File: src/rtl/gol_ctrl_if.sv
// Handshake bundle between the Game of Life controller and its datapath/buttons.
// master drives buttons and the grid; slave is the controller.
interface gol_ctrl_if #(
    parameter int unsigned GEN_W = 16
) ();
    logic             btn_start;
    logic             btn_pause;
    logic             btn_stop;
    logic             btn0;
    logic             btn1;
    logic [48:0]      grid;
    logic [1:0]       state;
    logic             stop;
    logic             cell_wr;
    logic             cell_val;
    logic [5:0]       prog_idx;
    logic             calc;
    logic             commit;
    logic [GEN_W-1:0] gen_count;
    logic             stable;

    modport master (
        output btn_start, btn_pause, btn_stop, btn0, btn1, grid,
        input  state, stop, cell_wr, cell_val, prog_idx, calc, commit, gen_count, stable
    );

    modport slave (
        input  btn_start, btn_pause, btn_stop, btn0, btn1, grid,
        output state, stop, cell_wr, cell_val, prog_idx, calc, commit, gen_count, stable
    );
endinterface

File: src/rtl/gol_ctrl.sv
// Mode sequencer for the 7x7 Game of Life datapath: programming strobes, generation pacing.
// Define GOL_STILL_DETECT_EN to also halt (PAUSE, stable=1) when the grid stops changing.
module gol_ctrl #(
    parameter int unsigned GEN_PERIOD = 25_000_000,
    parameter int unsigned GEN_W      = 16
) (
    input logic       clka,
    input logic       rst_n,
    gol_ctrl_if.slave bus
);

    localparam int unsigned       TimerW   = (GEN_PERIOD > 2) ? $clog2(GEN_PERIOD) : 1;
    localparam logic [TimerW-1:0] TimerMax = TimerW'(GEN_PERIOD - 1);
    localparam logic [5:0]        LastIdx  = 6'd48;

    typedef enum logic [1:0] {
        StIdle    = 2'b00,
        StProgram = 2'b01,
        StRun     = 2'b10,
        StPause   = 2'b11
    } state_e;

    state_e            state_q, state_d;
    logic [4:0]        btn_prev_q, btn_cur, btn_edge;
    logic              stop_q, stop_d;
    logic              cell_wr_q, cell_wr_d;
    logic              cell_val_q, cell_val_d;
    logic [5:0]        prog_idx_q, prog_idx_d;
    logic              calc_q, calc_d;
    logic              commit_q, commit_d;
    logic              chk_q, chk_d;
    logic [GEN_W-1:0]  gen_count_q, gen_count_d;
    logic [TimerW-1:0] timer_q, timer_d;
    logic              e_stop, e_pause, e_start, e_one, e_zero;
    logic              wr_req, extinct, still;
`ifdef GOL_STILL_DETECT_EN
    logic [48:0]       snap_q, snap_d;
    logic              stable_q, stable_d;
`endif

    always_comb begin
        btn_cur  = {bus.btn_stop, bus.btn_pause, bus.btn_start, bus.btn1, bus.btn0};
        btn_edge = btn_cur & ~btn_prev_q;
        {e_stop, e_pause, e_start, e_one, e_zero} = btn_edge;
        // A write needs exactly one data button; higher-priority edges mask it.
        wr_req  = ((e_zero & ~bus.btn1) | (e_one & ~bus.btn0)) & ~e_start & ~e_pause;
        extinct = chk_q && (bus.grid == '0);
`ifdef GOL_STILL_DETECT_EN
        still    = chk_q && (bus.grid == snap_q) && !extinct;
        snap_d   = calc_q ? bus.grid : snap_q;
        stable_d = stable_q;
`else
        still = 1'b0;
`endif
        state_d     = state_q;
        stop_d      = 1'b0;
        cell_wr_d   = 1'b0;
        cell_val_d  = cell_val_q;
        prog_idx_d  = prog_idx_q;
        calc_d      = 1'b0;
        commit_d    = calc_q;
        chk_d       = commit_q;
        gen_count_d = gen_count_q;
        timer_d     = timer_q;

        if (e_stop) begin
            state_d     = StIdle;
            stop_d      = 1'b1;
            prog_idx_d  = '0;
            gen_count_d = '0;
            timer_d     = '0;
            commit_d    = 1'b0;
            chk_d       = 1'b0;
`ifdef GOL_STILL_DETECT_EN
            stable_d    = 1'b0;
`endif
        end else begin
            if (commit_d && gen_count_q != '1) gen_count_d = gen_count_q + 1'b1;
            unique case (state_q)
                StIdle: begin
                    if (e_start && !e_pause) begin
                        state_d     = StProgram;
                        prog_idx_d  = '0;
                        gen_count_d = '0;
                        timer_d     = '0;
                    end
                end
                StProgram: begin
                    // The index advances the cycle after each write strobe.
                    if (cell_wr_q && prog_idx_q == LastIdx) begin
                        state_d = StRun;
                        timer_d = '0;
                    end else begin
                        if (cell_wr_q) prog_idx_d = prog_idx_q + 1'b1;
                        if (e_start && !e_pause) begin
                            state_d = StRun;
                            timer_d = '0;
                        end else if (wr_req) begin
                            cell_wr_d  = 1'b1;
                            cell_val_d = bus.btn1;
                        end
                    end
                end
                StRun: begin
                    if (extinct) begin
                        state_d = StIdle;
                    end else if (still) begin
                        state_d = StPause;
`ifdef GOL_STILL_DETECT_EN
                        stable_d = 1'b1;
`endif
                    end else if (e_pause) begin
                        state_d = StPause;
                    end else begin
                        calc_d  = (timer_q == TimerMax);
                        timer_d = calc_d ? '0 : timer_q + 1'b1;
                    end
                end
                StPause: begin
                    if (extinct) begin
                        state_d = StIdle;
`ifdef GOL_STILL_DETECT_EN
                        stable_d = 1'b0;
`endif
                    end else if (still) begin
`ifdef GOL_STILL_DETECT_EN
                        stable_d = 1'b1;
`endif
                    end else if (e_pause || e_start) begin
                        state_d = StRun;
                        timer_d = '0;
`ifdef GOL_STILL_DETECT_EN
                        stable_d = 1'b0;
`endif
                    end
                end
            endcase
        end
    end

    always_ff @(posedge clka or negedge rst_n) begin
        if (!rst_n) begin
            state_q     <= StIdle;
            btn_prev_q  <= '0;
            stop_q      <= 1'b0;
            cell_wr_q   <= 1'b0;
            cell_val_q  <= 1'b0;
            prog_idx_q  <= '0;
            calc_q      <= 1'b0;
            commit_q    <= 1'b0;
            chk_q       <= 1'b0;
            gen_count_q <= '0;
            timer_q     <= '0;
`ifdef GOL_STILL_DETECT_EN
            snap_q      <= '0;
            stable_q    <= 1'b0;
`endif
        end else begin
            state_q     <= state_d;
            btn_prev_q  <= btn_cur;
            stop_q      <= stop_d;
            cell_wr_q   <= cell_wr_d;
            cell_val_q  <= cell_val_d;
            prog_idx_q  <= prog_idx_d;
            calc_q      <= calc_d;
            commit_q    <= commit_d;
            chk_q       <= chk_d;
            gen_count_q <= gen_count_d;
            timer_q     <= timer_d;
`ifdef GOL_STILL_DETECT_EN
            snap_q      <= snap_d;
            stable_q    <= stable_d;
`endif
        end
    end

    assign bus.state     = state_q;
    assign bus.stop      = stop_q;
    assign bus.cell_wr   = cell_wr_q;
    assign bus.cell_val  = cell_val_q;
    assign bus.prog_idx  = prog_idx_q;
    assign bus.calc      = calc_q;
    assign bus.commit    = commit_q;
    assign bus.gen_count = gen_count_q;
`ifdef GOL_STILL_DETECT_EN
    assign bus.stable    = stable_q;
`else
    assign bus.stable    = 1'b0;
`endif

endmodule

File: src/flat_wrapper.sv
// flat-port wrapper written by rule: the top's interface ports become plain ports
module gol_ctrl_flat 
#(
    parameter int unsigned GEN_PERIOD = 25_000_000,
    parameter int unsigned GEN_W      = 16
)
  (clka, rst_n, bus_btn_start, bus_btn_pause, bus_btn_stop, bus_btn0, bus_btn1, bus_grid, bus_state, bus_stop, bus_cell_wr, bus_cell_val, bus_prog_idx, bus_calc, bus_commit, bus_gen_count, bus_stable);
  gol_ctrl_if #(.GEN_W(GEN_W)) bus_i ();
  input logic clka;
  input logic rst_n;
  input wire logic [$bits(bus_i.btn_start)-1:0] bus_btn_start;
  input wire logic [$bits(bus_i.btn_pause)-1:0] bus_btn_pause;
  input wire logic [$bits(bus_i.btn_stop)-1:0] bus_btn_stop;
  input wire logic [$bits(bus_i.btn0)-1:0] bus_btn0;
  input wire logic [$bits(bus_i.btn1)-1:0] bus_btn1;
  input wire logic [$bits(bus_i.grid)-1:0] bus_grid;
  output wire logic [$bits(bus_i.state)-1:0] bus_state;
  output wire logic [$bits(bus_i.stop)-1:0] bus_stop;
  output wire logic [$bits(bus_i.cell_wr)-1:0] bus_cell_wr;
  output wire logic [$bits(bus_i.cell_val)-1:0] bus_cell_val;
  output wire logic [$bits(bus_i.prog_idx)-1:0] bus_prog_idx;
  output wire logic [$bits(bus_i.calc)-1:0] bus_calc;
  output wire logic [$bits(bus_i.commit)-1:0] bus_commit;
  output wire logic [$bits(bus_i.gen_count)-1:0] bus_gen_count;
  output wire logic [$bits(bus_i.stable)-1:0] bus_stable;
  assign bus_i.btn_start = bus_btn_start;
  assign bus_i.btn_pause = bus_btn_pause;
  assign bus_i.btn_stop = bus_btn_stop;
  assign bus_i.btn0 = bus_btn0;
  assign bus_i.btn1 = bus_btn1;
  assign bus_i.grid = bus_grid;
  assign bus_state = bus_i.state;
  assign bus_stop = bus_i.stop;
  assign bus_cell_wr = bus_i.cell_wr;
  assign bus_cell_val = bus_i.cell_val;
  assign bus_prog_idx = bus_i.prog_idx;
  assign bus_calc = bus_i.calc;
  assign bus_commit = bus_i.commit;
  assign bus_gen_count = bus_i.gen_count;
  assign bus_stable = bus_i.stable;
  gol_ctrl #(.GEN_PERIOD(GEN_PERIOD), .GEN_W(GEN_W)) u_core (.clka(clka), .rst_n(rst_n), .bus(bus_i));
endmodule
File: config.mk
export PLATFORM = sky130hd
export DESIGN_NAME = gol_ctrl_flat
export DESIGN_NICKNAME = d
export VERILOG_FILES = /design/src/rtl/gol_ctrl_if.sv /design/src/rtl/gol_ctrl.sv /design/src/flat_wrapper.sv
export SDC_FILE = /design/constraint.sdc
export NUM_CORES = 1
export LEC_CHECK = 0
export BUFFER_PORTS_ARGS = -buffer_cell sky130_fd_sc_hd__buf_2
export CORE_UTILIZATION = 45
export CTS_BUF_LIST = sky130_fd_sc_hd__clkbuf_2 sky130_fd_sc_hd__clkbuf_4 sky130_fd_sc_hd__clkbuf_8
export CTS_CLUSTER_SIZE = 8
export DETAILED_ROUTE_END_ITERATION = 16
export GPL_TIMING_DRIVEN = 1
export PLACE_DENSITY_LB_ADDON = 0.2
export SETUP_SLACK_MARGIN = 0.2
export SYNTH_ARGS = -nofsm -noshare
export SYNTH_HDL_FRONTEND = slang
export SYNTH_SLANG_ARGS = --single-unit
File: constraint.sdc
create_clock -name clka -period 3.1 [get_ports clka]
set_input_delay 0 -clock clka [delete_from_list [all_inputs] [get_ports clka]]
set_output_delay 0 -clock clka [all_outputs]
set_load 0.02 [all_outputs]
==> metrics <==
Mean Syn Cell Area=around 8.6 um^2; Post-Syn Area=between 3000 and 4000 um^2; CTS clock-pin slew for the worst setup and hold paths=0.08 ns; clk sinks=60; Horiz. Die Dim=about 93 um; initial core utilization=0.475; antenna-violating nets left=0; global placement routability congestion=0.891; initial DRC count=269; Boundary Pins=between 80 and 90; antenna fix cells=0; post-synth top area share=0.401; hold crit path type=in -> reg; Avg WL per Cell=roughly 16 um; crit path DAT=between 2 and 3 ns; row count=32; Max FO, Critical Path=13; Fill cells=about 700; root buf cell=clkbuf_8; static leakage=approximately 2 nW; headroom to the max-slew limit=0.173; Net Count, Synth=495; RSZ-0062 raised after global routing=false; H-Tree Depth=3; crit path kind=reg -> reg; final period utilization=0.824; met3 wire length=588 um; Worst Clk Skew=around 0.011 ns; Final setup viols=0; setup bufs post-CTS=0; Clock Latency Late Sink=around 0.35 ns; Async SR Flop Fraction=1.00; router iterations before antenna repair=5; CP startpoint kind=flop; final max-slew violation count=0; Core Area=7890 um^2; status=complete, no violations; max-cap viol count=0; EDFF count, synth=0; end-of-flow core utilization=0.573; global route total overflow=0; top post-synthesis cells by area=dfrtp_1, nor2_1, o21ai_0, nand3_1, nor4_1; Mapped Cells=about 440; # port buffers=84; largest net degree at the start of global routing=48; Die H=about 93 um; area leader, netlist=dfrtp_1; vias in the first global route=between 3,000 and 4,000; vias=3,861; Pwr Density=about 540 nW/um^2; Layout Nets=581; Fin. Hold Viols=0; clk buf depth=2; Synth Register Bits=60; layout cell share with drive strength beyond 1=0.236; global-route wire length before repair=about 17,000 um; GRT Overall Usage=0.248; sequential share of the synthesized area=0.401; Critical Path RT=between 3 and 4 ns; Via density=6.15; Peak supply drop=around 330 uV; most common cell in the netlist=dfrtp_1; Slew @ Worst Pin=1.23 ns; Tmin final=~2.6 ns; Post-Route WL=between 10,000 and 15,000 um; Setup Total Neg Slack=0 ns; DP HPWL=~7100 um; Worst setup EP type=flop; Unique masters post-synth=62; antenna violations before repair=0; TritonCTS clock tree=yes; Post-synth top cells=dfrtp_1, nor2_1, nand2_1; fmax=between 0.3 and 0.4 GHz; cts bufs inserted=9; P&R area growth vs syn=20.6%; Synth Warn #=0; die area=8690 um^2; Residual DRC=0; DR WL met2=between 4000 and 5000 um; Top Metal Used=met4; wl on met1=approximately 4600 um; main flop type after synthesis=dfrtp_1
stage by stage:
stage	power, mW	std cells	instance area, um^2	hold slack [ns]	setup WS [ns]
floorplan	1.46	435	3750	-0.296	0.829
global placement	1.68	606	4260	0.126	0.650
detailed placement	1.70	606	4260	0.129	0.605
CTS	2.43	628	4520	0.187	0.601
global route	2.56	628	4520	0.303	0.454
finish	2.43	628	4520	0.202	0.545
registers in the layout, indices dropped and copies added, names as in the netlist:
signal and cells:
u_core.bus.stop 1, u_core.chk_q 1, u_core.bus.calc 1, u_core.btn_prev_q 5
u_core.bus.commit 1, u_core.bus.cell_wr 1, u_core.bus.state 2, u_core.timer_q 25
u_core.bus.gen_count 16, u_core.bus.cell_val 1, u_core.bus.prog_idx 6
routing by layer:
| metal | global-route usage | vias up |
|---|---|---|
| met5 | 0 | - |
| met2 | 0.401 | 142 |
| met1 | 0.329 | 1884 |
| met3 | 0.0398 | 23 |
| li1 | - | 1812 |
| met4 | 0.109 | 0 |
timing repair:
| item | CTS | global route |
|---|---|---|
| endpoints found under the hold margin | 52 | 0 |
| hold buffers | 6 | 0 |
| gates resized for setup | 0 | 0 |
placed cells by master (no fill, tap or decap), types with 4 or more instances in the layout:
cell,instances
a32oi_1,8
nand2b_1,9
nand3_1,28
nand4_1,16
inv_1,12
nand2_1,36
xnor2_1,8
dfrtp_1,60
buf_4,11
nor3_1,14
nor2b_1,5
and4_1,4
clkbuf_8,10
a21oi_1,16
o21ai_0,29
xor2_1,12
ha_1,4
nor4_1,22
a31oi_1,9
nor2_1,40
and3_1,9
buf_2,84
dlygate4sd3_1,6
cell type report:
cell class | count | area (um^2) | area share
clock inverter | 6 | 63.8 | 0.0141
timing repair buffer | 101 | 563 | 0.125
sequential | 60 | 1500 | 0.332
multi-input combinational | 337 | 2080 | 0.460
tap | 102 | 128 | 0.0282
clock buffer | 10 | 138 | 0.0305
inverter | 12 | 45.0 | 0.00997
logic make-up after synthesis:
logic type / count (synthesis) / share of synthesized area
muxes: 5 / 0.0144
DFF: 60 / 0.401
adders and majority gates: 4 / 0.0134
and+or+nand+nor: 203 / 0.288
AOI/OAI and AO/OA: 104 / 0.192
xor gates and xnor gates: 20 / 0.0468
other: 1 / 0.00100
buffers and inverters: 38 / 0.0441
critical path: stages (launching register included):
cell	delay [ns]
dfrtp_1	0.46
or4_2	0.73
nor4_4	0.20
a31oi_1	0.46
a21o_2	0.35
a32oi_1	0.14
o21ai_0	0.10
power breakdown:
part / total, mW / switching [mW] / internal (mW) / leakage, nW
clock network: 0.724 / 0.333 / 0.391 / 0.0983
logic: 0.729 / 0.430 / 0.299 / 1.09
registers: 0.973 / 0.118 / 0.855 / 0.812
path summary, 6_finish.rpt:
kind / startpoint / endpoint / slack (ns) / cells after the start
hold / removal: bus_grid[19] / u_core.bus.state[1]$_DFFE_PN0P_ / 0.20 / 6
max in group asynchronous: rst_n / u_core.timer_q[12]$_DFFE_PN0P_ / 1.92 / 3
setup reg to reg: u_core.timer_q[9]$_DFFE_PN0P_ / u_core.timer_q[11]$_DFFE_PN0P_ / 0.54 / 6
hold reg to reg: u_core.bus.commit$_DFF_PN0_ / u_core.chk_q$_DFF_PN0_ / 0.47 / 1
min in group asynchronous: rst_n / u_core.bus.gen_count[12]$_DFF_PN0_ / 0.38 / 2
setup / recovery: u_core.timer_q[9]$_DFFE_PN0P_ / u_core.timer_q[11]$_DFFE_PN0P_ / 0.54 / 6
Power figures use the tool's default switching activity.
